==> config.mk <==
export PLATFORM = sky130hd
export DESIGN_NAME = fetch
export DESIGN_NICKNAME = d
export VERILOG_FILES = /design/src/rtl/cpu_pkg.sv /design/src/rtl/fetch_buf.sv /design/src/rtl/fetch.sv
export SDC_FILE = /design/constraint.sdc
export NUM_CORES = 1
export LEC_CHECK = 0
export CELL_PAD_IN_SITES_DETAIL_PLACEMENT = 1
export CELL_PAD_IN_SITES_GLOBAL_PLACEMENT = 1
export CORE_MARGIN = 2
export CORE_UTILIZATION = 40
export CTS_CLUSTER_SIZE = 30
export DETAILED_ROUTE_END_ITERATION = 12
export PLACE_DENSITY_LB_ADDON = 0.1
export SLEW_MARGIN = 15
export SYNTH_ARGS = -nofsm -noshare
export SYNTH_HDL_FRONTEND = slang
export SYNTH_HIERARCHICAL = 1
export SYNTH_SLANG_ARGS = --single-unit
==> constraint.sdc <==
create_clock -name clk -period 5.21 [get_ports clk]
set_input_delay 0.7815 -clock clk [delete_from_list [all_inputs] [get_ports clk]]
set_output_delay 0.7815 -clock clk [all_outputs]
set_load 0.005 [all_outputs]
==> src/rtl/cpu_pkg.sv <==
// Shared CPU definitions: datapath widths, fetch FSM states and the NOP encoding.
package cpu_pkg;

    localparam int PC_W    = 16;
    localparam int INSTR_W = 16;

    localparam logic [INSTR_W-1:0] NOP_INSTR = 16'h46C0;

    typedef enum logic [2:0] {
        IDLE,
        ISSUE,
        WAIT,
        HOLD,
        DROP
    } fetch_state_t;

    // Instruction addresses are halfword aligned; bit 0 is always cleared.
    function automatic logic [PC_W-1:0] align_pc(input logic [PC_W-1:0] addr);
        return addr & ~{{(PC_W-1){1'b0}}, 1'b1};
    endfunction

endpackage

==> src/rtl/fetch_buf.sv <==
// Two-entry instruction buffer holding {pc, instr}; flush wins over push and pop.
module fetch_buf (
    input  logic        clk,
    input  logic        reset,
    input  logic        push,
    input  logic        pop,
    input  logic        flush,
    input  logic [31:0] wdata,
    output logic [31:0] rdata,
    output logic        empty,
    output logic        full
);
    logic [31:0] mem [2];
    logic        wr_ptr;
    logic        rd_ptr;
    logic [1:0]  count;
    logic        do_push;
    logic        do_pop;

    assign do_push = push && !full;
    assign do_pop  = pop && !empty;
    assign empty   = (count == 2'd0);
    assign full    = (count == 2'd2);
    assign rdata   = mem[rd_ptr];

    // Storage is cleared on reset so decode sees zeros until the first fill.
    always_ff @(posedge clk or posedge reset) begin
        if (reset) begin
            mem[0] <= '0;
            mem[1] <= '0;
            wr_ptr <= 1'b0;
            rd_ptr <= 1'b0;
            count  <= 2'd0;
        end else if (flush) begin
            wr_ptr <= 1'b0;
            rd_ptr <= 1'b0;
            count  <= 2'd0;
        end else begin
            if (do_push) begin
                mem[wr_ptr] <= wdata;
                wr_ptr      <= ~wr_ptr;
            end
            if (do_pop) begin
                rd_ptr <= ~rd_ptr;
            end
            case ({do_push, do_pop})
                2'b10:   count <= count + 2'd1;
                2'b01:   count <= count - 2'd1;
                default: count <= count;
            endcase
        end
    end

endmodule

==> src/rtl/fetch.sv <==
// Instruction fetch: one outstanding halfword request feeding a 2-entry buffer.
// Defining FETCH_PERF_CNT_EN adds the fetch_cnt/stall_cnt performance counters.
module fetch
    import cpu_pkg::*;
#(
    parameter logic [PC_W-1:0] RESET_PC = 16'h0000
) (
    input  logic               clk,
    input  logic               reset,
    output logic               imem_req,
    output logic [PC_W-1:0]    imem_addr,
    input  logic               imem_rvalid,
    input  logic [INSTR_W-1:0] imem_rdata,
    output logic [INSTR_W-1:0] data,
    output logic [PC_W-1:0]    instr_pc,
    output logic               instr_valid,
    input  logic               instr_ready,
    input  logic               br_taken,
    input  logic [PC_W-1:0]    br_target
`ifdef FETCH_PERF_CNT_EN
    ,
    output logic [15:0]        fetch_cnt,
    output logic [15:0]        stall_cnt
`endif
);
    fetch_state_t              state;
    fetch_state_t              next_state;
    logic [PC_W-1:0]           fetch_pc;
    logic [PC_W-1:0]           next_pc;
    logic                      push;
    logic                      pop;
    logic                      buf_empty;
    logic                      buf_full;
    logic [PC_W+INSTR_W-1:0]   buf_rdata;

    assign instr_valid = !buf_empty && !br_taken;
    assign pop         = instr_valid && instr_ready;
    assign imem_addr   = fetch_pc;
    assign data        = buf_rdata[INSTR_W-1:0];
    assign instr_pc    = buf_rdata[PC_W+INSTR_W-1:INSTR_W];

    always_ff @(posedge clk or posedge reset) begin
        if (reset) begin
            state    <= IDLE;
            fetch_pc <= RESET_PC;
        end else begin
            state    <= next_state;
            fetch_pc <= next_pc;
        end
    end

    // A redirect overrides everything; a request already on the bus must still
    // have its response swallowed in DROP to keep a single outstanding request.
    always_comb begin
        next_state = state;
        next_pc    = fetch_pc;
        push       = 1'b0;
        imem_req   = 1'b0;

        case (state)
            IDLE:  next_state = ISSUE;
            ISSUE: begin
                imem_req   = 1'b1;
                next_state = WAIT;
            end
            WAIT: begin
                if (imem_rvalid) begin
                    push       = 1'b1;
                    next_pc    = fetch_pc + 16'd2;
                    next_state = (buf_empty || pop) ? ISSUE : HOLD;
                end
            end
            HOLD: begin
                if (!buf_full || pop) next_state = ISSUE;
            end
            DROP: begin
                if (imem_rvalid) next_state = ISSUE;
            end
            default: next_state = IDLE;
        endcase

        if (br_taken) begin
            push    = 1'b0;
            next_pc = align_pc(br_target);
            case (state)
                ISSUE:   next_state = DROP;
                WAIT:    next_state = imem_rvalid ? ISSUE : DROP;
                DROP:    next_state = imem_rvalid ? ISSUE : DROP;
                default: next_state = ISSUE;
            endcase
        end
    end

    fetch_buf u_buf (
        .clk   (clk),
        .reset (reset),
        .push  (push),
        .pop   (pop),
        .flush (br_taken),
        .wdata ({fetch_pc, imem_rdata}),
        .rdata (buf_rdata),
        .empty (buf_empty),
        .full  (buf_full)
    );

`ifdef FETCH_PERF_CNT_EN
    // Saturating counters: accepted instructions and back-pressure cycles.
    always_ff @(posedge clk or posedge reset) begin
        if (reset) begin
            fetch_cnt <= 16'd0;
            stall_cnt <= 16'd0;
        end else begin
            if (pop && fetch_cnt != 16'hFFFF) fetch_cnt <= fetch_cnt + 16'd1;
            if (instr_valid && !instr_ready && stall_cnt != 16'hFFFF) stall_cnt <= stall_cnt + 16'd1;
        end
    end
`endif

endmodule

==> metrics.md, run 1 <==
| Metric | Value |
|---|---|
| # setup viols final | `0` |
| Dpl cell area | `5120 µm²` |
| Final WS setup | `1.90 ns` |
| Standard-cell row count | `37` |
| Crit-path max cell delay | `0.86 ns` |
| Min Tclk post-route | `3.31 ns` |
| P_leak | `2.40 nW` |
| Final core utilization | `52.3%` |
| Commonest cells in the synthesized netlist | `86 x dfrtp_1, 64 x mux2_2, 30 x mux2_4` |
| Via Count | `2783` |
| Most common cell in the synthesized netlist | `dfrtp_1` |
| HP Class | `reg2reg` |
| Number of global-route vias before repair | `2984` |
| Fin Setup TNS | `0 ns` |
| Register bit total from synthesis | `86` |
| Crit Reg-Reg Startpoint | `state[2]` |
| Maximum VDD drop | `0.000179 V` |
| Overall power | `1.98 mW` |
| Hpwl dp | `6150 µm` |
| Status | `complete, no violations` |
| Worst Path Arrival | `3.54 ns` |
| First-pass GRT wire length | `15300 µm` |
| Final hold violations | `0` |
| Initial DRC count | `74` |
| Final GP Congestion | `0.707` |
| CTS tree | `built` |
| Worst-Skew Late Latency | `0.35 ns` |
| RSZ-0062 raised after global routing | `false` |
| Critical-path maximum fanout | `32` |
| Area leader, netlist | `dfrtp_1` |
| CTS Sinks | `86` |
| I/O Pins | `87` |
| CP endpoint | `u_buf/mem[29]` |
| Worst setup path start | `imem_rvalid` |
| Total track usage | `17.2%` |
| Capturing point of the worst reg2reg path | `u_buf/mem[29]` |
| Core area | `10200 µm²` |
| # diodes | `0` |
| Final Skew | `0.00532 ns` |
| Final hold slack | `0.511 ns` |
| Final Instance Area | `5350 µm²` |
| Max Slew Vio Count | `0` |
| Clk slew on worst S/H paths | `0.09 ns` |
| Top_reg_cell synth | `dfrtp_1` |
| TritonCTS buffer count | `9` |
| Max transition margin | `49.4%` |
| Placement Setup Slack | `1.51 ns` |
| Share of layout cells above drive strength 1 | `30.0%` |
| Layout area overhead | `28.2%` |
| Critical-path cell with the highest stage delay | `or4b_4` |
| Synth warn | `6` |
| Worst R2R Setup Slack | `2.32 ns` |
| Mapped Cells | `318` |
| Largest net degree at the start of global routing | `38` |
| # hold bufs at CTS | `0` |
| Crit path required time | `5.45 ns` |
| Crit path capture type | `register` |
| Synthesized area | `4170 µm²` |
| Clock root cell | `clkbuf_8` |
| Post-synth EDFFs | `0` |
| Maximum clock rate | `303 MHz` |
| Fillers | `1056` |
| Setup crit start kind | `input pin` |
| Post-DR vias/cell | `5.13` |
| Initial Utilization | `40.8%` |
| Die H | `106 µm` |
| Critical path buffers and inverters | `2` |
| I/O Buffers | `84` |
| Resize count post-CTS | `0` |
| Top-area cell type share of the netlist area | `51.6%` |
| CP cell instances | `clkdlybuf4s50_1 > nand4bb_1 > nor2_1 > inv_1 > or4b_4 > mux2_4` |
| Post-synthesis sequential area ratio | `51.6%` |
| Crit path max-delay family | `simple AND/OR/NAND/NOR gates` |
| Drt first pass iters | `4` |
| CTS HTree Levels | `3` |
| WP depth | `6` |
| Post-CTS setup buffer count | `0` |
| Post-Place Cells | `527` |
| Clk buf depth | `2` |
| Synth cell types | `41` |
| Post-synth ARST share | `100%` |
| Wirelength per Cell | `17.0 µm` |
| Initial antenna violation count | `0` |
| Layout Cells excl Fill | `543` |
| Die area | `11300 µm²` |
| Cell area power density | `369 nW/µm²` |
| R2R depth | `5` |
| Top cells by area, synth | `dfrtp_1 52%, mux2_2 17%, mux2_4 11%` |
| Drt drc | `0` |
| GRT Residual Overflow | `0` |
| Slew @ Worst Pin | `0.757 ns` |
| Fin nets | `440` |
| Routed Antenna Nets | `0` |
| Final wirelength | `9220 µm` |
| Avg Synthesized Cell Area | `13.1 µm²` |
| DIE WIDTH | `106 µm` |
| Max_cap viols | `0` |
| Crit Path Class | `in2reg` |
| Fin crit share | `63.4%` |
==> metal layers <==
layer,share of wire [%],vias up,global-route usage [%]
met5,0,-,0
met4,1.3,0,5.92
met3,3.3,9,3.07
met2,48,55,27.6
met1,48,1420,23.6
li1,-,1299,-
==> worst min-delay path by stage <==
stage	from	end	slack [ns]	cells past startpoint
floorplan	u_buf/mem[54]	u_buf/mem[54]	0.45	1
global placement	u_buf/mem[54]	u_buf/mem[54]	0.47	1
detailed placement	u_buf/mem[5]	u_buf/mem[5]	0.49	1
CTS	u_buf/mem[40]	u_buf/mem[40]	0.51	1
global route	u_buf/mem[32]	u_buf/mem[32]	0.52	1
finish	u_buf/mem[43]	u_buf/mem[43]	0.51	1
==> sequential cells by signal, summed over array words and instances (netlist names) <==
name,count
u_buf/mem,64
imem_addr,15
state,3
u_buf/count,2
u_buf/rd_ptr,1
u_buf/wr_ptr,1
==> cells by family after synthesis <==
group	count (synthesis)	synth area share (%)
other	1	0.0898
DFF	86	51.6
and+or+nand+nor	60	8.36
xor gates and xnor gates	11	2.31
buffers and inverters	25	3.36
adders and majority gates	1	0.300
AOI/OAI and AO/OA	35	4.71
muxes	99	29.3
==> cell usage in the layout, fill, tap and decap left out, drive strengths merged, types with 3 or more instances in the layout <==
cell type and instances:
a21oi 6, a31oi 5, buf 4, clkbuf 10, clkdlybuf4s50 84, conb 3
dfrtp 86, inv 9, mux2 96, mux2i 3, nand2 17, nand3 4
nand4 5, nor2 9, nor3 4, nor3b 3, nor4 4, o21ai 19
or3 4, xnor2 7, xor2 4
==> power breakdown <==
group | total, mW | internal (mW) | leakage, nW | switching (mW)
Combinational | 0.552 | 0.379 | 1.15 | 0.172
Sequential | 0.883 | 0.787 | 1.14 | 0.0961
Clock | 0.541 | 0.287 | 0.110 | 0.254
==> layout make-up <==
cell class | count | area, µm² | share of cell area, %
sequential | 86 | 2150 | 40.2
clock buffer | 10 | 138 | 2.57
multi-input combinational | 209 | 1900 | 35.5
timing repair buffer | 88 | 871 | 16.3
tap | 136 | 170 | 3.18
inverter | 8 | 30.0 | 0.561
clock inverter | 6 | 92.6 | 1.73
No activity file was read; power rests on OpenSTA's default activity.
==> run 2: changes to the inputs <==
Clock period 5.21 ns to 3.3 ns, I/O delays scaled along.
==> run 2 against run 1 <==
Compared with the run above: total power up 54%; die area unchanged; setup slack worse by 1.3 ns; design area up 0.16%; count of clock-buffer cells in the layout down 1; critical path depth unchanged; clock skew up 0.0081 ns; sequential cell count unchanged; first-iteration DRC count down 6.8%; global-route usage down 0.066 points; non-clock buffer count up 3; clock power up 43%; critical path type unchanged; largest power group unchanged.
==> metrics.md, run 2 (synthesis gave the netlist of run 1 again) <==
| Metric | Value |
|---|---|
| DIE WIDTH | `106 µm (unchanged)` |
| # hold bufs at CTS | `0 (unchanged)` |
| Hold path depth | `1 (unchanged)` |
| Die H | `106 µm (unchanged)` |
| Core area | `10200 µm² (unchanged)` |
| Drt drc | `0 (unchanged)` |
| Clock root cell | `clkbuf_8` |
| GRT met1 Usage | `24.1% (+0.47 points)` |
| GRT Residual Overflow | `0 (unchanged)` |
| Sw Share | `27.5% (+1.0 points)` |
| TritonCTS buffer count | `9 (unchanged)` |
| Slew @ Worst Pin | `0.713 ns (-0.0441 ns)` |
| Final hold violations | `0 (unchanged)` |
| Via Count | `2784 (+0.036%)` |
| Crit path capture type | `register` |
| Clock Power Share | `25.4% (-2.0 points)` |
| Total track usage | `17.2% (-0.066 points)` |
| Clk slew on worst S/H paths | `0.08 ns (about the same)` |
| Top reg by flops | `u_buf/mem` |
| Final Skew | `0.0134 ns (+0.00813 ns)` |
| Area of the multi-input gates | `1900 µm² (unchanged)` |
| RSZ-0062 raised after global routing | `false` |
| Fin crit share | `81.9%` |
| Commonest cells after routing, fill and taps aside | `86 x dfrtp_1, 84 x clkdlybuf4s50_1, 64 x mux2_2, 30 x mux2_4, 19 x o21ai_0` |
| Crit Path Class | `in2reg` |
| Fin nets | `443 (+0.68%)` |
| Max reg flops | `64 (unchanged)` |
| HP Class | `reg2reg` |
| Critical hold path startpoint | `u_buf/mem[61]` |
| Sequential share of power | `45.9% (+1.2 points)` |
| Setup crit start kind | `input pin` |
| Status | `complete, no violations` |
| # diodes | `0 (unchanged)` |
| P_int | `2.21 mW (+52%)` |
| CTS HTree Levels | `3 (unchanged)` |
| R2R depth | `5 (unchanged)` |
| I/O Pins | `87 (unchanged)` |
| Clk buf depth | `2 (unchanged)` |
| Maximum clock rate | `370 MHz` |
| Crit path required time | `3.53 ns (-1.92 ns)` |
| P_leak | `2.41 nW (+0.41%)` |
| Wirelength per Cell | `16.9 µm (-0.32%)` |
| Max Slew Vio Count | `0 (unchanged)` |
| Initial antenna violation count | `0 (unchanged)` |
| Routed Antenna Nets | `0 (unchanged)` |
| Capturing point of the worst reg2reg path | `u_buf/mem[0]` |
| CTS Sinks | `86 (unchanged)` |
| # setup viols final | `0 (unchanged)` |
| Drt first pass iters | `4 (unchanged)` |
| Worst-Skew Late Latency | `0.35 ns (about the same)` |
| Resize count post-CTS | `0 (unchanged)` |
| Grt peak-use layer | `met2` |
| Met2 GRT Util | `27.1% (-0.55 points)` |
| Critical-path maximum fanout | `32 (unchanged)` |
| Max_cap viols | `0 (unchanged)` |
| Standard-cell row count | `37 (unchanged)` |
| Maximum VDD drop | `0.000261 V (+46%)` |
| Number of global-route vias before repair | `2964 (-0.67%)` |
| Initial Utilization | `40.8% (unchanged)` |
| Largest net degree at the start of global routing | `35 (-7.9%)` |
| Worst R2R Setup Slack | `0.75 ns (-1.57 ns)` |
| Placement Setup Slack | `0.226 ns (-1.29 ns)` |
| Combinational fraction of design power | `28.7% (+0.8 points)` |
| Share of layout cells above drive strength 1 | `30.5% (+0.51 points)` |
| Commonest non-fill, non-tap cell in the layout | `dfrtp_1` |
| Post-Place Cells | `530 (+0.57%)` |
| Layout area overhead | `28.4%` |
| Initial DRC count | `69 (-6.8%)` |
| Hpwl dp | `6130 µm (-0.44%)` |
| Post-CTS setup buffer count | `0 (unchanged)` |
| Post-DR vias/cell | `5.10 (-0.51%)` |
| Switching power | `0.836 mW (+60%)` |
| Hold endpoint | `u_buf/mem[61]` |
| FF/Latch Area | `2150 µm² (unchanged)` |
| Layout Cells excl Fill | `546 (+0.55%)` |
| Final WS setup | `0.598 ns (-1.31 ns)` |
| First-pass GRT wire length | `15200 µm (-0.90%)` |
| Cell area power density | `568 nW/µm² (+54%)` |
| Max transition margin | `52.3% (+2.9 points)` |
| Crit Reg-Reg Startpoint | `state[2]` |
| Final GP Congestion | `0.700 (-0.89%)` |
| Worst Path Arrival | `2.93 ns (-0.61 ns)` |
| Grt met3 use | `2.76% (-0.31 points)` |
| Min Tclk post-route | `2.70 ns` |
| Final wirelength | `9240 µm (+0.23%)` |
| Fillers | `1070 (+1.3%)` |
| Die area | `11300 µm² (unchanged)` |
| CTS tree | `built` |
| Fin Setup TNS | `0 ns (unchanged)` |
| I/O Buffers | `84 (unchanged)` |
==> run 2: stage by stage <==
step | utilization (%) | power, mW | hold WS, ns | cell area [µm²]
2_1_floorplan | - | 1.81 | 0.434 | 4180
3_3_place_gp | 50.4 | 2.27 | 0.465 | 5160
3_5_place_dp | 50.4 | 2.30 | 0.475 | 5160
4_1_cts | 52.4 | 3.09 | 0.496 | 5360
5_1_grt | 52.4 | 3.22 | 0.529 | 5360
6_report | 52.4 | 3.04 | 0.490 | 5360
==> run 2: routing by layer <==
| metal | vias up | wire length (µm) |
|---|---|---|
| met5 | - | 0 |
| met4 | 0 | 116 |
| met3 | 10 | 271 |
| met2 | 59 | 4330 |
| met1 | 1402 | 4520 |
| li1 | 1313 | - |
==> run 2: power groups by stage <==
| stage | Clock, mW | Combinational [mW] | Sequential [mW] |
|---|---|---|---|
| after floorplan | 0 | 0.455 | 1.36 |
| after global placement | 0 | 0.868 | 1.40 |
| after detailed placement | 0 | 0.884 | 1.42 |
| after CTS | 0.807 | 0.891 | 1.40 |
| after global routing | 0.842 | 0.953 | 1.43 |
| final | 0.773 | 0.874 | 1.40 |
==> run 2: worst max-delay path, stage by stage <==
cell	delay, ns
clkdlybuf4s50_1	0.59
nand4bb_1	0.15
nor2_1	0.25
inv_1	0.17
or4b_4	0.85
mux2_4	0.40
==> run 2: layout make-up <==
class / instances / area share (%)
clock inverters: 7 / 1.49
repair buffers: 91 / 16.9
clock buffers: 9 / 2.31
inverters: 8 / 0.560
well taps: 136 / 3.17
flip-flops and latches: 86 / 40.1
multi-input cells: 209 / 35.4
==> run 2: how the worst max path moves through the flow <==
stage | startpoint | to | slack, ns | cells past startpoint
floorplan | br_taken | u_buf/mem[0] | 0.89 | 8
global placement | imem_rvalid | u_buf/mem[15] | 0.29 | 6
detailed placement | imem_rvalid | u_buf/mem[17] | 0.23 | 6
CTS | imem_rvalid | u_buf/mem[0] | 0.61 | 6
global route | imem_rvalid | u_buf/mem[0] | 0.48 | 6
finish | imem_rvalid | u_buf/mem[0] | 0.60 | 6
